## src/rtl/hs_pkg.sv

```systemverilog
// Definitions shared by both ends of the 4-phase valid/ready byte handshake.
package hs_pkg;

   localparam int HS_DATA_W = 8;

   typedef enum logic [1:0] {
      IDLE  = 2'd0,
      REQ   = 2'd1,
      REL   = 2'd2,
      ABORT = 2'd3
   } hs_state_e;

endpackage

```

## src/rtl/hs_sync_fifo.sv

```systemverilog
// Single-clock FIFO with registered full/level and a combinational head-word output.
module hs_sync_fifo
   import hs_pkg::*;
#(
   parameter int DATA_W = HS_DATA_W,
   parameter int DEPTH  = 4
) (
   input  logic                     clk,
   input  logic                     rst,
   input  logic                     push,
   input  logic                     pop,
   input  logic [DATA_W-1:0]        wdata,
   output logic [DATA_W-1:0]        rdata,
   output logic                     full,
   output logic                     empty,
   output logic [$clog2(DEPTH):0]   level
);

   localparam int AW = $clog2(DEPTH);
   localparam int LW = AW + 1;

   logic [DATA_W-1:0] mem [DEPTH];
   logic [AW-1:0]     wr_ptr;
   logic [AW-1:0]     rd_ptr;
   logic [LW-1:0]     level_nxt;
   logic              push_ok;
   logic              pop_ok;

   // A push while full is dropped, even when a pop happens in the same cycle.
   assign push_ok = push & ~full;
   assign pop_ok  = pop & ~empty;
   assign empty   = (level == '0);
   assign rdata   = mem[rd_ptr];

   // NOTE: every signal written in always_comb gets a value before any branch, so no latch is inferred.
   always_comb begin
      level_nxt = level;
      case ({push_ok, pop_ok})
         2'b10:   level_nxt = level + 1'b1;
         2'b01:   level_nxt = level - 1'b1;
         default: level_nxt = level;
      endcase
   end

   // NOTE: non-blocking assignments in clocked blocks keep every flop sampling pre-edge values.
   always_ff @(posedge clk or negedge rst) begin
      if (!rst) begin
         wr_ptr <= '0;
         rd_ptr <= '0;
         level  <= '0;
         full   <= 1'b0;
      end else begin
         if (push_ok) wr_ptr <= wr_ptr + 1'b1;
         if (pop_ok)  rd_ptr <= rd_ptr + 1'b1;
         level <= level_nxt;
         full  <= (level_nxt == LW'(DEPTH));
      end
   end

   // NOTE: storage is not reset; the pointers and level alone decide which entries are valid.
   always_ff @(posedge clk) begin
      if (push_ok) mem[wr_ptr] <= wdata;
   end

endmodule

```

## src/rtl/handshaking_master.sv

```systemverilog
// Transmit end of the 4-phase valid/ready handshake: TX FIFO, transfer FSM, watchdog and sticky errors.
module handshaking_master
   import hs_pkg::*;
#(
   parameter int DATA_W  = HS_DATA_W,
   parameter int DEPTH   = 4,
   parameter int TIMEOUT = 255
) (
   input  logic                     clk,
   input  logic                     rst,
   input  logic [DATA_W-1:0]        tx_data,
   input  logic                     tx_push,
   output logic                     tx_full,
   output logic [$clog2(DEPTH):0]   tx_level,
   output logic [DATA_W-1:0]        data_out,
   output logic                     data_valid,
   input  logic                     data_ready,
   output logic                     busy,
   input  logic                     err_clr,
   output logic                     timeout_err,
   output logic                     overflow
);

   localparam int CW = $clog2(TIMEOUT + 1);

   hs_state_e         state;
   hs_state_e         state_nxt;
   logic [DATA_W-1:0] fifo_rdata;
   logic              fifo_empty;
   logic              fifo_pop;
   logic              word_avail;
   logic              abort;
   logic              wd_expired;
   logic [CW-1:0]     wd_cnt;

   hs_sync_fifo #(
      .DATA_W (DATA_W),
      .DEPTH  (DEPTH)
   ) u_fifo (
      .clk   (clk),
      .rst   (rst),
      .push  (tx_push),
      .pop   (fifo_pop),
      .wdata (tx_data),
      .rdata (fifo_rdata),
      .full  (tx_full),
      .empty (fifo_empty),
      .level (tx_level)
   );

   // The abort fires on the edge the count would reach TIMEOUT; a same-edge handshake still wins.
   assign wd_expired = (wd_cnt == CW'(TIMEOUT - 1));

   always_comb begin
      state_nxt = state;
      fifo_pop  = 1'b0;
      abort     = 1'b0;
      case (state)
         IDLE: begin
            if (word_avail && !fifo_empty) begin
               fifo_pop  = 1'b1;
               state_nxt = REQ;
            end
         end
         REQ: begin
            if (data_ready) begin
               state_nxt = REL;
            end else if (wd_expired) begin
               abort     = 1'b1;
               state_nxt = ABORT;
            end
         end
         REL: begin
            if (!data_ready) begin
               state_nxt = IDLE;
            end else if (wd_expired) begin
               abort     = 1'b1;
               state_nxt = ABORT;
            end
         end
         ABORT: begin
            if (!data_ready) state_nxt = IDLE;
         end
         default: state_nxt = IDLE;
      endcase
   end

   always_ff @(posedge clk or negedge rst) begin
      if (!rst) begin
         state       <= IDLE;
         word_avail  <= 1'b0;
         wd_cnt      <= '0;
         data_out    <= '0;
         data_valid  <= 1'b0;
         busy        <= 1'b0;
         timeout_err <= 1'b0;
         overflow    <= 1'b0;
      end else begin
         state      <= state_nxt;
         // One cycle of slack between a word landing in the FIFO and the FSM taking it.
         word_avail <= !fifo_empty;
         if ((state == REQ || state == REL) && state_nxt == state) begin
            wd_cnt <= wd_cnt + 1'b1;
         end else begin
            wd_cnt <= '0;
         end
         if (fifo_pop) data_out <= fifo_rdata;
         data_valid <= (state_nxt == REQ);
         busy       <= (state_nxt != IDLE);
         // A fresh error outranks a clear in the same cycle.
         if (abort) begin
            timeout_err <= 1'b1;
         end else if (err_clr) begin
            timeout_err <= 1'b0;
         end
         if (tx_push && tx_full) begin
            overflow <= 1'b1;
         end else if (err_clr) begin
            overflow <= 1'b0;
         end
      end
   end

endmodule

```

## config.mk

```make
export PLATFORM = sky130hd
export DESIGN_NAME = handshaking_master
export DESIGN_NICKNAME = d
export VERILOG_FILES = /design/src/rtl/hs_pkg.sv /design/src/rtl/hs_sync_fifo.sv /design/src/rtl/handshaking_master.sv
export SDC_FILE = /design/constraint.sdc
export NUM_CORES = 1
export LEC_CHECK = 0
export ABC_AREA = 1
export CORE_ASPECT_RATIO = 1.25
export CORE_MARGIN = 4
export CORE_UTILIZATION = 30
export DETAILED_ROUTE_END_ITERATION = 16
export GPL_TIMING_DRIVEN = 1
export PLACE_DENSITY = 0.48
export SLEW_MARGIN = 20
export SYNTH_ARGS = -nofsm -noshare
export SYNTH_HDL_FRONTEND = slang
export SYNTH_HIERARCHICAL = 1
export SYNTH_SLANG_ARGS = --single-unit
```

## constraint.sdc

```tcl
create_clock -name clk -period 3.64 [get_ports clk]
set_input_delay 0.728 -clock clk [delete_from_list [all_inputs] [get_ports clk]]
set_output_delay 0.728 -clock clk [all_outputs]
set_load 0.03 [all_outputs]
```

## After elaboration in Yosys (flattened, before gate mapping)

Memories as Yosys holds them, arrays and structs flattened. A register that Yosys moved wholly into a read port is not among the register bits.
Index checks and enable logic that the tools add are counted.

- Logic and storage cells: 60
- Memories kept: 1
- RAM bits: 32
- Bits of input ports: 13
- Output and inout port bits: 16
- Register bits after elaboration: 23

- Bitwise operators: 4
- Equal/unequal tests: 9
- Add/sub/neg operators: 5
- Reductions and logical operators: 11
- Mux-type cells: 19

Memories:

| memory | words | bits a word | read ports | clocked after memory_dff | wr ports | line | source |
|---|---|---|---|---|---|---|---|
| u_fifo.mem | 4 | 8 | 1 | 1 | 1 | hs_sync_fifo.sv:22 | `logic [DATA_W-1:0] mem [DEPTH];` |

Operator list:

| cell | count |
|---|---|
| 2-to-1 mux 1 bit | 10 |
| 2-to-1 mux 2 bit | 5 |
| adder 8 x 1 -> 8 bit (second input constant) | 1 |
| equality test 8 bit (second input constant) | 1 |
| 2-to-1 mux 8 bit | 1 |
| case mux 2 bit (4 select lines) | 1 |
| equality test 2 x 1 -> 1 bit (second input constant) | 3 |
| equality test 2 bit (second input constant) | 3 |
| case mux 3 bit (2 select lines) | 1 |
| nonzero test 2 bit | 3 |
| adder 2 x 1 -> 2 bit (second input constant) | 2 |
| adder 3 x 1 -> 3 bit (second input constant) | 1 |
| equality test 3 bit (second input constant) | 1 |
| logical AND 1 bit | 3 |
| zero test 3 bit | 1 |
| subtractor 3 x 1 -> 3 bit (second input constant) | 1 |
| bitwise AND 1 bit | 2 |
| equality test 2 bit | 1 |
| zero test 1 bit | 2 |
| zero test 2 bit | 1 |
| inverter 1 bit | 2 |
| case mux 1 bit (2 select lines) | 1 |
| logical OR 1 bit | 1 |

## Logic depth before layout (Yosys ltp)

- Depth after elaboration: 9
- Depth in mapped cells: 16
- Mapped depth without buffers: 16

## By module

The synthesis kept the hierarchy.

Modules (own cells, without submodules):

| module | cells an instance | area an instance (µm²) | seq. area each (µm²) | instances |
|---|---|---|---|---|
| hs_sync_fifo | 134 | 1,689.1 | 1,161.1 | 1 |
| handshaking_master | 131 | 1,109.8 | 575.6 | 1 |

## Least setup slack after synthesis

Ideal clock, no wire load.

- Kind: reg2reg
- From: register u_fifo.level[0]
- To: register u_fifo.full
- Clock period less this slack: 2.487 ns
- Data required time: 3.518 ns
- Setup time: 0.122 ns
- Stages on the path, launching flop included: 16
- Slack: 1.153 ns
- Arrival: 2.365 ns
- Path buffers: 0
- Cell sequence: dfrtp_1 inv_1 nand3_1 inv_1 inv_1 nand3_1 clkinv_1 nand2_1 inv_1 ha_1 inv_1 fa_1 nand2_1 o21ai_1 nand3_1 a21oi_1

- Word-level cells in the longest chain between the ends: 9
- Elaborated cells between the ends (all ways): 13
- Those cells by class: 2 x add/sub; 3 x eq/ne; 3 x mux; 2 x bitwise; 3 x reduce/logical

Ends and longest elaborated chain:

| element | line | source |
|---|---|---|
| from (decl) | hs_sync_fifo.sv:16 | `output logic [$clog2(DEPTH):0] level` |
| from (signal assigned) | hs_sync_fifo.sv:55 | `level <= level_nxt;` |
| zero test 3 bit (*) | hs_sync_fifo.sv:32 | `assign empty = (level == '0);` |
| named net fifo_empty | handshaking_master.sv:29 | `logic fifo_empty;` |
| zero test 1 bit (*) | handshaking_master.sv:60 | `if (word_avail && !fifo_empty) begin` |
| logical AND 1 bit (*) | handshaking_master.sv:60 |  |
| 2-to-1 mux 1 bit (*) | handshaking_master.sv:60 |  |
| 2-to-1 mux 1 bit (*) | handshaking_master.sv:58 | `case (state)` |
| named net fifo_pop | handshaking_master.sv:30 | `logic fifo_pop;` |
| bitwise AND 1 bit (*) | hs_sync_fifo.sv:31 | `assign pop_ok = pop & ~empty;` |
| named net u_fifo.pop_ok | hs_sync_fifo.sv:27 | `logic pop_ok;` |
| equality test 2 x 1 -> 1 bit / equality test 2 bit (equally long branches) | hs_sync_fifo.sv:38 | `case ({push_ok, pop_ok})` |
| case mux 3 bit (2 select lines) (*) | hs_sync_fifo.sv:38 |  |
| equality test 3 bit (*) | hs_sync_fifo.sv:56 | `full <= (level_nxt == LW'(DEPTH));` |
| to (signal assigned) | hs_sync_fifo.sv:56 |  |
| to (decl) | hs_sync_fifo.sv:14 | `output logic full,` |

The timed path passes the listed nets; every way through them passes the cells marked *.
A chain may end at the register's enable or synchronous reset.

## Worst setup path after layout

- From: register state[1]
- To: register u_fifo.full

- Word-level cells in the longest chain between the ends: 6
- Elaborated cells between the ends (all ways): 7
- Those cells by class: 3 x eq/ne; 2 x mux; 1 x bitwise; 1 x reduce/logical

Ends and longest elaborated chain:

| element | line | source |
|---|---|---|
| from (decl) | handshaking_master.sv:26 | `hs_state_e state;` |
| from (signal assigned) | handshaking_master.sv:99 | `state <= state_nxt;` |
| zero test 2 bit (*) | handshaking_master.sv:58 |  |
| 2-to-1 mux 1 bit (*) | handshaking_master.sv:58 |  |
| named net fifo_pop | handshaking_master.sv:30 |  |
| bitwise AND 1 bit (*) | hs_sync_fifo.sv:31 |  |
| named net u_fifo.pop_ok | hs_sync_fifo.sv:27 |  |
| equality test 2 x 1 -> 1 bit / equality test 2 bit (equally long branches) | hs_sync_fifo.sv:38 |  |
| case mux 3 bit (2 select lines) (*) | hs_sync_fifo.sv:38 |  |
| equality test 3 bit (*) | hs_sync_fifo.sv:56 |  |

Marks and branches as above.

==> impl_metrics.env <==
export IMPL_top_level_ports=29
export IMPL_cts_setup_buffers=0
export IMPL_clock_latency_ps=330
export IMPL_setup_viol=0
export IMPL_ant_nets=0
export IMPL_synth_compound_area_share_pct=6.348
export IMPL_cts_buffer_depth=2
export IMPL_finalCritPeriodShare_pct=72.89
export IMPL_drt_first_iter_violations=69
export IMPL_drc=0
export IMPL_grt_pass1_vias=1812
export IMPL_fp_row_count=39
export IMPL_yosysTopAreaCellShare_pct=34.33
export IMPL_switching_share_pct=39.88
export IMPL_grt_overflow=0
export IMPL_netlist_area_mm2=0.002799
export IMPL_rsz0062_at_grt="false"
export IMPL_fmax_mhz=376.9
export IMPL_critical_path_required_ps=3860
export IMPL_dr_pass1_iters=4
export IMPL_yosys_area_top_type="edfxtp_1"
export IMPL_drv_cap=0
export IMPL_arrival_ps=2870
export IMPL_cts_hold_buf=0
export IMPL_syn_area_per_cell_um2=10.56
export IMPL_vdd_ir_drop_max_mv=0.3599
export IMPL_timing_rr_start="state[1]"
export IMPL_critPathKind="flop to flop"
export IMPL_synth_xor_area_share_pct=2.190
export IMPL_clkSinkCount=63
export IMPL_fin_crit_ps=2653
export IMPL_synth_top_family_by_area="simple AND/OR/NAND/NOR gates"
export IMPL_core_area_mm2=0.009125
export IMPL_r2r_setup_slack_ps=990
export IMPL_power_frac_comb_pct=37.6
export IMPL_tns_ps=0
export IMPL_vias_per_cell=4.297
export IMPL_reg2reg_depth=13
export IMPL_p_leak_nw=1.483
export IMPL_clockRootBuffer="clkbuf_16"
export IMPL_die_h_um=116.0
export IMPL_cts_made_buffers=9
export IMPL_ys_seq_elements=63
export IMPL_hp_start="data_out[3]"
export IMPL_diodes=0
export IMPL_worstMarginPinSlew_ps=830.0
export IMPL_cts_tree="built"
export IMPL_hold_violations=0
export IMPL_nNetsFinal=329
export IMPL_min_path_type="flop to flop"
export IMPL_outcome="finished, final reports clean"
export IMPL_timing_max_slew_rel_slack_pct=44.46
export IMPL_num_vias=1852
export IMPL_holdPathEnd="data_out[3]"
export IMPL_design_area_mm2=0.003493
export IMPL_initial_core_util_pct=30.67
export IMPL_yosysSeqAreaShare_pct=62.05
export IMPL_die_area_mm2=0.01095
export IMPL_synth_area_leaders="edfxtp_1, dfrtp_1, nand2_1, ha_1, nor2_1"
export IMPL_synth_fa_ha_area_share_pct=6.080
export IMPL_hold_depth=2
export IMPL_synthMuxAreaShare_pct=0
export IMPL_clk_pin_slew_ps=60
export IMPL_grt_max_degree=32
export IMPL_dpl_cell_area_mm2=0.003206
export IMPL_die_w_um=94.40
export IMPL_critPathMaxFanout=9
export IMPL_grt_pass1_wl_um=8742
export IMPL_hpwl_um=3687
export IMPL_startpoint_type="flop"
export IMPL_place_port_buffers=28
export IMPL_synth_nets=291
export IMPL_antenna_found_initial=0
export IMPL_postSynthCellCount=265
export IMPL_grt_total_usage_pct=10.73
export IMPL_end_kind="flop"
export IMPL_switchingPower_mw=1.216
export IMPL_sequentialPowerShare_pct=35.9
export IMPL_fin_skew_ps=6.228
export IMPL_gp_congestion=0.7965
export IMPL_routed_wl_um=5363
export IMPL_power_density_mw_per_mm2=873.1
export IMPL_p_clk_share_pct=26.6
export IMPL_p_int_mw=1.834
export IMPL_drv_slew=0
export IMPL_area_delta_synth_final_pct=24.81
export IMPL_drive_gt1_share_pct=9.740
export IMPL_ctsResizeCount=0
export IMPL_yosys_area_share_simple_pct=17.12
export IMPL_yosysWarnings=6
export IMPL_htreeDepth=3
export IMPL_r2r_end="u_fifo/full"
export IMPL_wire_per_inst_um=12.44
export IMPL_synth_distinct_cells=24
[placed cells by master (no fill, tap or decap), drive strengths merged]
master         instances
inv                   36
buf                    2
nand4                  2
a21o                   1
o21ai                 20
o22ai                  9
xor2                   5
dfrtp                 31
a21oi                  2
clkdlybuf4s50         28
clkinvlp               1
ha                    12
nand3                 13
xnor2                  2
nor2                  38
fa                     1
clkbuf                 9
edfxtp                32
nand2                 61
clkinv                 3
[layout make-up]
type / instances / area (µm²)
clock buffers: 9 / 225.2
clock inverters: 7 / 62.56
fillers: 917 / 5632
inverters: 33 / 131.4
multi-input cells: 166 / 888.4
flip-flops and latches: 63 / 1737
well taps: 123 / 153.9
repair buffers: 30 / 295.3
[cells by family after synthesis]
kind of cell / Yosys count
xor gates and xnor gates: 7
DFF: 63
and+or+nand+nor: 114
adders and majority gates: 13
buffers and inverters: 36
AOI/OAI and AO/OA: 32
[worst max-delay path, stage by stage, from the launching register on]
cell and delay, ps:
dfrtp_1 430, inv_1 140, ha_1 210, nand3_1 250, clkinv_1 300, nand2_1 200, inv_1 70, ha_1 190
inv_1 80, fa_1 410, nand2_1 70, o21ai_1 80, nand3_1 80, a21oi_1 40
[flip-flops by register name (all words and copies together) (netlist names)]
| signal | count |
|---|---|
| u_fifo/rd_ptr | 2 |
| data_valid | 1 |
| u_fifo/mem | 32 |
| u_fifo/full | 1 |
| timeout_err | 1 |
| busy | 1 |
| data_out | 8 |
| overflow | 1 |
| word_avail | 1 |
| u_fifo/wr_ptr | 2 |
| wd_cnt | 8 |
| state | 2 |
| u_fifo/level | 3 |
[per-stage QoR]
stage          power (mW)  hold slack (ps)  setup WS [ps]  util [%]  std cells
2_1_floorplan       1.925            432.4           1153         -        265
6_report            3.050            495.9          986.9     38.28        431
3_3_place_gp        2.281            484.7           1063     35.13        415
4_1_cts             3.114            500.9          972.0     38.28        431
5_1_grt             3.300            524.4          671.3     38.28        431
3_5_place_dp        2.283            485.7           1001     35.13        415
[cells in the mapped netlist]
cell type  count
o21ai_1        2
a21o_1         1
nor2_1        34
nand4_1        2
dfrtp_1       31
inv_8          1
edfxtp_1      32
o21ai_2        1
xor2_1         5
nand2_2        4
nand2_1       57
o22ai_1        9
inv_1         31
ha_1          12
buf_6          2
buf_12         1
nor2_2         4
xnor2_1        2
o21ai_0       17
clkinv_1       1
nand3_1       11
nand3_2        2
fa_1           1
a21oi_1        2
[per-layer routing]
layer | up-vias | global-route usage, % | wire, µm
li1 | 950 | - | -
met1 | 864 | 12.46 | 2309
met2 | 28 | 18.13 | 2713
met3 | 10 | 2.338 | 212
met4 | 0 | 6.358 | 127
met5 | - | 0 | 0
[how the worst max path moves through the flow]
stage                    start           to  slack (ps)  cells after the start
6_report              state[1]  u_fifo/full         990                     13
5_1_grt               state[1]  u_fifo/full         670                     13
4_1_cts               state[1]  u_fifo/full         970                     13
3_5_place_dp          state[1]  u_fifo/full        1000                     13
3_3_place_gp          state[1]  u_fifo/full        1060                     13
2_1_floorplan  u_fifo/level[0]  u_fifo/full        1150                     15
[power by group through the flow]
stage | registers [mW] | clock network, mW | logic, mW
2_1_floorplan | 1.19 | 0 | 0.731
3_3_place_gp | 1.11 | 0 | 1.17
3_5_place_dp | 1.11 | 0 | 1.17
4_1_cts | 1.10 | 0.835 | 1.18
5_1_grt | 1.13 | 0.870 | 1.30
6_report | 1.09 | 0.810 | 1.15
Power figures use the tool's default switching activity.
